File: src/rtl/clk_div_prog_if.sv
// clk_div_prog_if: configuration/status bundle for clk_div_prog.
//   div_val  - requested divide ratio N (driven by master)
//   div_load - one-cycle strobe that samples div_val (driven by master)
//   cur_div  - ratio currently in force (driven by divider)
//   cfg_err  - one-cycle pulse on an illegal ratio load (driven by divider)
interface clk_div_prog_if #(
  parameter int DIV_W = 8
);
  logic [DIV_W-1:0] div_val;
  logic             div_load;
  logic [DIV_W-1:0] cur_div;
  logic             cfg_err;

  modport master (
    output div_val,
    output div_load,
    input  cur_div,
    input  cfg_err
  );

  modport slave (
    input  div_val,
    input  div_load,
    output cur_div,
    output cfg_err
  );
endinterface

File: src/rtl/clk_div_prog.sv
// clk_div_prog: runtime-programmable integer clock divider, clk_out = clk_in / N,
// N in [2, 2^DIV_W-1], 50% duty for even and odd N, plus a one-cycle tick
// strobe at the start of every output period for clk_in-domain logic.
//   clk_in  - source clock (posedge logic, one negedge trim flop)
//   rst_n   - asynchronous active-low reset
//   en      - run enable; dropping it finishes the current period first
//   cfg     - ratio load / status bundle (div_val, div_load, cur_div, cfg_err)
//   clk_out - divided clock (must be constrained as a generated clock)
//   tick    - high in the cnt = 0 cycle of each output period
//   running - divider active (RUN or STOPPING)
//
// state    | meaning
// IDLE     | stopped, clk_out low, cnt held at 0, loads apply at once
// RUN      | counting, en sampled high
// STOPPING | en sampled low, finishing the current period before IDLE
module clk_div_prog #(
  parameter int DIV_W       = 8,
  parameter int DEFAULT_DIV = 4
) (
  input  logic         clk_in,
  input  logic         rst_n,
  input  logic         en,
  clk_div_prog_if.slave cfg,
  output logic         clk_out,
  output logic         tick,
  output logic         running
);

  localparam logic [DIV_W-1:0] DEF_DIV = DIV_W'(DEFAULT_DIV);
  localparam logic [DIV_W-1:0] ONE     = DIV_W'(1);

  typedef enum logic [1:0] {
    IDLE     = 2'd0,
    RUN      = 2'd1,
    STOPPING = 2'd2
  } state_e;

  state_e           state_q, state_d;
  logic [DIV_W-1:0] cnt_q, cnt_d;
  logic [DIV_W-1:0] cur_div_q, cur_div_d;
  logic [DIV_W-1:0] pend_q, pend_d;
  logic             pend_vld_q, pend_vld_d;
  logic             pos_q, pos_d;
  logic             tick_q, tick_d;
  logic             running_q, running_d;
  logic             cfg_err_q, cfg_err_d;
  logic             neg_q;

  logic             load_ok;
  logic             load_bad;
  logic             last_cnt;
  logic [DIV_W-1:0] half_d;

  // A ratio is legal when any bit above bit 0 is set, i.e. N >= 2.
  assign load_ok  = cfg.div_load && (cfg.div_val[DIV_W-1:1] != '0);
  assign load_bad = cfg.div_load && (cfg.div_val[DIV_W-1:1] == '0);
  assign last_cnt = (cnt_q == (cur_div_q - ONE));

  always_comb begin
    state_d    = state_q;
    cnt_d      = cnt_q;
    cur_div_d  = cur_div_q;
    pend_d     = pend_q;
    pend_vld_d = pend_vld_q;
    cfg_err_d  = load_bad;

    case (state_q)
      IDLE: begin
        cnt_d = '0;
        // Nothing is being generated, so a ratio takes effect immediately.
        if (pend_vld_q) begin
          cur_div_d  = pend_q;
          pend_vld_d = 1'b0;
        end
        if (load_ok) begin
          cur_div_d  = cfg.div_val;
          pend_vld_d = 1'b0;
        end
        if (en) begin
          state_d = RUN;
        end
      end

      RUN, STOPPING: begin
        if (last_cnt) begin
          // Period boundary: the only place the ratio may change or the
          // divider may stop, so no phase is ever cut short or stretched.
          cnt_d = '0;
          if (pend_vld_q) begin
            cur_div_d  = pend_q;
            pend_vld_d = 1'b0;
          end
          state_d = en ? RUN : IDLE;
        end else begin
          cnt_d   = cnt_q + ONE;
          state_d = en ? RUN : STOPPING;
        end
        // A load on the wrap edge waits for the following wrap.
        if (load_ok) begin
          pend_d     = cfg.div_val;
          pend_vld_d = 1'b1;
        end
      end

      default: begin
        state_d = IDLE;
        cnt_d   = '0;
      end
    endcase

    // ceil(N/2) cycles of high posedge term; fits in DIV_W bits.
    half_d    = (cur_div_d >> 1) + DIV_W'(cur_div_d[0]);
    running_d = (state_d != IDLE);
    tick_d    = running_d && (cnt_d == '0);
    pos_d     = running_d && (cnt_d < half_d);
  end

  always_ff @(posedge clk_in or negedge rst_n) begin
    if (!rst_n) begin
      state_q    <= IDLE;
      cnt_q      <= '0;
      cur_div_q  <= DEF_DIV;
      pend_q     <= '0;
      pend_vld_q <= 1'b0;
      pos_q      <= 1'b0;
      tick_q     <= 1'b0;
      running_q  <= 1'b0;
      cfg_err_q  <= 1'b0;
    end else begin
      state_q    <= state_d;
      cnt_q      <= cnt_d;
      cur_div_q  <= cur_div_d;
      pend_q     <= pend_d;
      pend_vld_q <= pend_vld_d;
      pos_q      <= pos_d;
      tick_q     <= tick_d;
      running_q  <= running_d;
      cfg_err_q  <= cfg_err_d;
    end
  end

  // Half-cycle delayed copy of pos_q; ANDing it in trims the odd-N high
  // phase by half a cycle on the rising side, giving exactly N/2 cycles.
  always_ff @(negedge clk_in or negedge rst_n) begin
    if (!rst_n) begin
      neg_q <= 1'b0;
    end else begin
      neg_q <= pos_q;
    end
  end

  assign clk_out     = cur_div_q[0] ? (pos_q & neg_q) : pos_q;
  assign tick        = tick_q;
  assign running     = running_q;
  assign cfg.cur_div = cur_div_q;
  assign cfg.cfg_err = cfg_err_q;

endmodule

File: src/flat_wrapper.sv
// flat-port wrapper written by rule: the top's interface ports become plain ports
module clk_div_prog_flat 
#(
  parameter int DIV_W       = 8,
  parameter int DEFAULT_DIV = 4
)
  (clk_in, rst_n, en, clk_out, tick, running, cfg_div_val, cfg_div_load, cfg_cur_div, cfg_cfg_err);
  clk_div_prog_if #(.DIV_W(DIV_W)) cfg_i ();
  input  logic clk_in;
  input  logic rst_n;
  input  logic en;
  output logic clk_out;
  output logic tick;
  output logic running;
  input wire logic [$bits(cfg_i.div_val)-1:0] cfg_div_val;
  input wire logic [$bits(cfg_i.div_load)-1:0] cfg_div_load;
  output wire logic [$bits(cfg_i.cur_div)-1:0] cfg_cur_div;
  output wire logic [$bits(cfg_i.cfg_err)-1:0] cfg_cfg_err;
  assign cfg_i.div_val = cfg_div_val;
  assign cfg_i.div_load = cfg_div_load;
  assign cfg_cur_div = cfg_i.cur_div;
  assign cfg_cfg_err = cfg_i.cfg_err;
  clk_div_prog #(.DIV_W(DIV_W), .DEFAULT_DIV(DEFAULT_DIV)) u_core (.clk_in(clk_in), .rst_n(rst_n), .en(en), .cfg(cfg_i), .clk_out(clk_out), .tick(tick), .running(running));
endmodule
File: config.mk
export PLATFORM = sky130hd
export DESIGN_NAME = clk_div_prog_flat
export DESIGN_NICKNAME = d
export VERILOG_FILES = /design/src/rtl/clk_div_prog_if.sv /design/src/rtl/clk_div_prog.sv /design/src/flat_wrapper.sv
export SDC_FILE = /design/constraint.sdc
export NUM_CORES = 1
export LEC_CHECK = 0
export BUFFER_PORTS_ARGS = -buffer_cell sky130_fd_sc_hd__buf_4
export CORE_UTILIZATION = 50
export DETAILED_ROUTE_END_ITERATION = 7
export HOLD_SLACK_MARGIN = 0.12
export PLACE_DENSITY = 0.69
export SLEW_MARGIN = 20
export SYNTH_ARGS = -nofsm -noshare
export SYNTH_HDL_FRONTEND = slang
export SYNTH_SLANG_ARGS = --single-unit
export TNS_END_PERCENT = 30
File: constraint.sdc
create_clock -name clk_in -period 7.2 [get_ports clk_in]
set_input_delay 0 -clock clk_in [delete_from_list [all_inputs] [get_ports clk_in]]
set_output_delay 0 -clock clk_in [all_outputs]
set_load 0.05 [all_outputs]
Yosys cells after proc, flatten, opt, wreduce, memory -nomap -nowiden. Index checks and enable logic that the tools add are counted.

Input bits: 12. Output and inout bits: 12. Logic and storage cells: 47. Register bits after elaboration: 32.

Multiplexer cells: 15. Bitwise logic cells: 1. Equality and inequality tests: 4. $add $sub $neg: 3. $lt $le $gt $ge: 1. Reduce and logical (&&, ||, !) cells: 13.

Operator list (count): $mux 8 (5); $pmux 8 s2 (1); $add 7x1->8 (1); $add 8x1->8 const B (1); $eq 8x8->1 (1); $logic_not 8->1 (1); $lt 8x8->1 (1); $sub 8x1->8 const B (1); $logic_not 7->1 (1); $reduce_bool 7->1 (1); $mux 2 (3); $logic_and 1x1->1 (4); $mux 1 (4); $pmux 2 s2 (1); $reduce_and 2->1 (2); $reduce_bool 2->1 (2); $ne 3x1->1 const B (1); $eq 2x1->1 const B (1); $eq 2x2->1 const B (1); $logic_not 2->1 (1); $pmux 1 s2 (1); $reduce_or 2->1 (1); $and 1x1->1 (1).

Logic depth before layout (Yosys ltp).
Word-level depth: 7. Depth in mapped cells: 21. Gate-level depth less buffers: 20.

==> out/qor.csv <==
stage,metric,value,unit
global_route,global-route usage over all layers,0.229,
timing,number of hold violations in the final report,0,
worst_setup_path,CP Launch Point,u_core.neg_q,
worst_setup_path,crit path cell chain,"o21a_1, buf_4",
placed_design,IO Port Bufs,23,
final_layout,P&R area growth vs syn,18.0,%
power,net load switching power,0.000613,W
global_route,grt total ovfl,0,
final_layout,# diodes,0,
worst_setup_path,flop-to-flop setup slack,2850,ps
synthesis,Syn Nets,258,
cts,H-tree depth,2,
timing,setup total negative slack,0,ps
synthesis,synthesized instance count,233,
worst_setup_path,stages on the worst setup path,2,
die,die area,4860,sq um
power,Static Leak,1.19,nW
final_layout,layout cells sized above 1,0.177,
drt,1st-iter DRT viols,82,
worst_setup_path,Reg-to-Reg End,u_core.pos_q,
timing,RSZ-0062 raised after global routing,false,
die,Die X,69.7,um
synthesis,Synth cell types,55,
flow_run,max_cap viols,0,
die,Initial Utilization,0.523,
cts,TritonCTS Buffers,5,
power,sw frac,0.473,
power,clock share of power,0.147,
power,Comb power frac,0.587,
power,Seq pwr share,0.266,
final_layout,NumNets Final,289,
cts,Root Buffer,clkbuf_8,
worst_setup_path,critical path endpoint category,output pin,
cts,Worst-Skew Late Latency,290,ps
worst_setup_path,WP data required,7200,ps
final_layout,Util after Layout,0.617,
synthesis,Synth async-reset ratio,1.00,
worst_setup_path,crit path kind,flop to output pin,
drt,Via Count,1840,
synthesis,Syn Std Cell Area,2290,sq um
worst_setup_path,CP endpoint,clk_out,
cts,TritonCTS clock tree,done,
timing,slew margin rel.,0.506,
synthesis,top_reg_cell synth,dfrtp_1,
placed_design,gp weighted congestion,0.833,
drt,post-detailed-route count of antenna-violating nets,0,
worst_setup_path,Worst Path Arrival,4570,ps
worst_setup_path,"Max FO, Critical Path",1,
synthesis,syn avg cell area,9.84,sq um
timing,Final setup viols,0,
cts,Clock Sink Count,32,
synthesis,cells taking the most area after synthesis,"dfrtp_1 (33%), ha_1 (7.1%), xnor2_1 (5.3%)",
global_route,first-pass GRT wire length,8740,um
die,CORE AREA,4380,sq um
worst_setup_path,Crit path buffers/inverters,1,
synthesis,Ys Warns,0,
worst_setup_path,Crit Reg-Reg Startpoint,u_core.cfg.cur_div[0],
power,maximum vdd drop,0.254,mV
global_route,number of global-route vias before repair,1724,
drt,Avg Vias per Cell,5.80,
synthesis,#FFs+latches synth,32,
worst_setup_path,critical path startpoint category,flop,
drt,final wirelength,5240,um
power,power density cells,479,nW/um^2
die,I/O Pins,24,
cts,clk buf depth,2,
cts,Setup Buffers After CTS,0,
hold_path,HP Class,primary input to async pin,
worst_setup_path,r2r worst-path depth,19,
die,Rows,24,
drt,1st-pass router iterations,4,
cts,clock-pin slew on the worst setup and hold paths,70,ps
synthesis,sequential element share of the synthesized area,0.350,
drt,detailed-route DRC error count,0,
status,outcome,"finished, final reports clean",
global_route,initial antenna violation count,0,
placed_design,HPWL Detailed,3660,um
synthesis,"EDFF count, synth",0,
timing,Worst Clk Skew,9.00,ps
worst_setup_path,cell family with most CP delay,flip-flops,
worst_setup_path,slowest library cell on the worst path,dfrtn_1,
die,Die Ht,69.7,um
drt,drt wl/cell,16.5,um
worst_setup_path,"Largest stage delay, worst path",390,ps
timing,Tightest Pin Transition,739,ps
cts,cts hold-fix bufs,12,
timing,Max Slew Vio Count,0,
synthesis,Synth top area share,0.328,
global_route,largest net degree at the start of global routing,33,
power,Internal,0.000683,W
synthesis,Synth area leader,dfrtp_1,
cts,post-cts resize count,0,
## area by class of cell
type                       count  area [sq um]
sequential                    32           802
tap                           52          65.1
timing repair buffer          35           293
inverter                       8          30.0
fill                         382          1680
clock buffer                   7          96.3
multi-input combinational    182          1390
clock inverter                 1          30.0
## worst register-to-register path: stages, from the launching register on
cell and delay (ps):
dfrtp_1 460, inv_1 110, ha_1 180, nor3b_1 310, nand2_1 120, xnor2_1 170, nor4_4 530, a21bo_4 330
nand2b_1 140, nand2_1 90, o21ai_1 80, ha_1 260, ha_1 220, inv_1 80, and4bb_1 190, xnor2_1 130
ha_1 290, and4_1 220, o211ai_1 90, o2111a_1 230
## worst min path at each step
| stage | slack (ps) | from | to |
|---|---|---|---|
| 2_1_floorplan | -300 | rst_n | u_core.cfg.cfg_err |
| 3_3_place_gp | -30 | rst_n | u_core.cnt_q[3] |
| 3_5_place_dp | -30 | rst_n | u_core.cnt_q[3] |
| 4_1_cts | 200 | rst_n | u_core.cfg.cur_div[7] |
| 5_1_grt | 230 | rst_n | u_core.state_q[0] |
| 6_report | 200 | rst_n | u_core.state_q[1] |
## metrics by stage
stage | hold slack, ps | total power [W] | setup WS (ps) | instances | area [sq um]
detailed placement | -25.2 | 0.00110 | 2870 | 297 | 2460
global route | 232 | 0.00139 | 2510 | 317 | 2700
finish | 195 | 0.00130 | 2630 | 317 | 2700
CTS | 199 | 0.00130 | 2610 | 317 | 2700
global placement | -29.1 | 0.00109 | 2920 | 297 | 2460
floorplan | -296 | 0.000937 | 2830 | 233 | 2290
## routing by layer
layer | up-vias | wire [um] | track usage
met3 | 6 | 179 | 0.0451
met5 | - | 0 | 0
met2 | 39 | 2400 | 0.350
met4 | 0 | 65 | 0.0733
li1 | 903 | - | -
met1 | 892 | 2590 | 0.328
## state kept, by name (all words and copies together) (netlist names)
name / count
u_core.state_q: 2
u_core.cnt_q: 8
u_core.pend_vld_q: 1
u_core.pend_q: 8
u_core.tick: 1
u_core.pos_q: 1
u_core.cfg.cfg_err: 1
u_core.neg_q: 1
u_core.running: 1
u_core.cfg.cur_div: 8
## cell usage after synthesis, types with 2 or more instances
library cell	count
dfrtp_1	30
and2_1	2
nand2b_1	2
and3_1	6
a2bb2oi_1	3
nor2_1	21
mux2_1	8
nor4_1	3
or2_1	5
xnor2_1	14
a31o_2	2
o21ai_0	11
buf_6	2
and4b_1	2
ha_1	13
o21a_1	2
inv_1	8
buf_4	4
a21oi_1	5
a31oi_1	6
a31o_1	2
nand3_1	5
mux2i_1	8
xor2_1	8
a211oi_1	3
clkbuf_1	4
o21ai_1	5
nand2_1	16
a211oi_2	5
nor2b_1	3
## power by group through the flow
| stage | registers [W] | logic [W] | clock network [W] |
|---|---|---|---|
| final | 0.000344 | 0.000761 | 0.000191 |
| after global routing | 0.000357 | 0.000830 | 0.000205 |
| after CTS | 0.000344 | 0.000763 | 0.000196 |
| after detailed placement | 0.000348 | 0.000751 | 0 |
| after global placement | 0.000345 | 0.000743 | 0 |
| after floorplan | 0.000399 | 0.000538 | 0 |
## kinds of logic (layout without fill, tap and decap cells)
| family | count (synthesis) | count (layout) | synth area share |
|---|---|---|---|
| compound gates | 55 | 55 | 0.188 |
| xor+xnor | 23 | 23 | 0.0912 |
| fa+ha+maj | 13 | 13 | 0.0710 |
| buf+inv | 19 | 51 | 0.0448 |
| flops | 32 | 32 | 0.350 |
| mux | 16 | 16 | 0.0742 |
| simple gates | 75 | 75 | 0.181 |
## cell usage in the layout (no fill, tap or decap), drive strengths merged, types with 3 or more instances in the layout
cell         count
nor2b            3
nand3            6
dlygate4sd3     12
nor2            21
a21oi            5
clkbuf           7
a31oi            6
and3             6
o21ai           17
xor2             8
inv              8
buf             23
xnor2           15
ha              13
mux2             8
a211oi           8
mux2i            8
nor4             4
nand2           16
a31o             4
or2              5
a2bb2oi          3
dfrtp           30
Power figures use the tool's default switching activity.
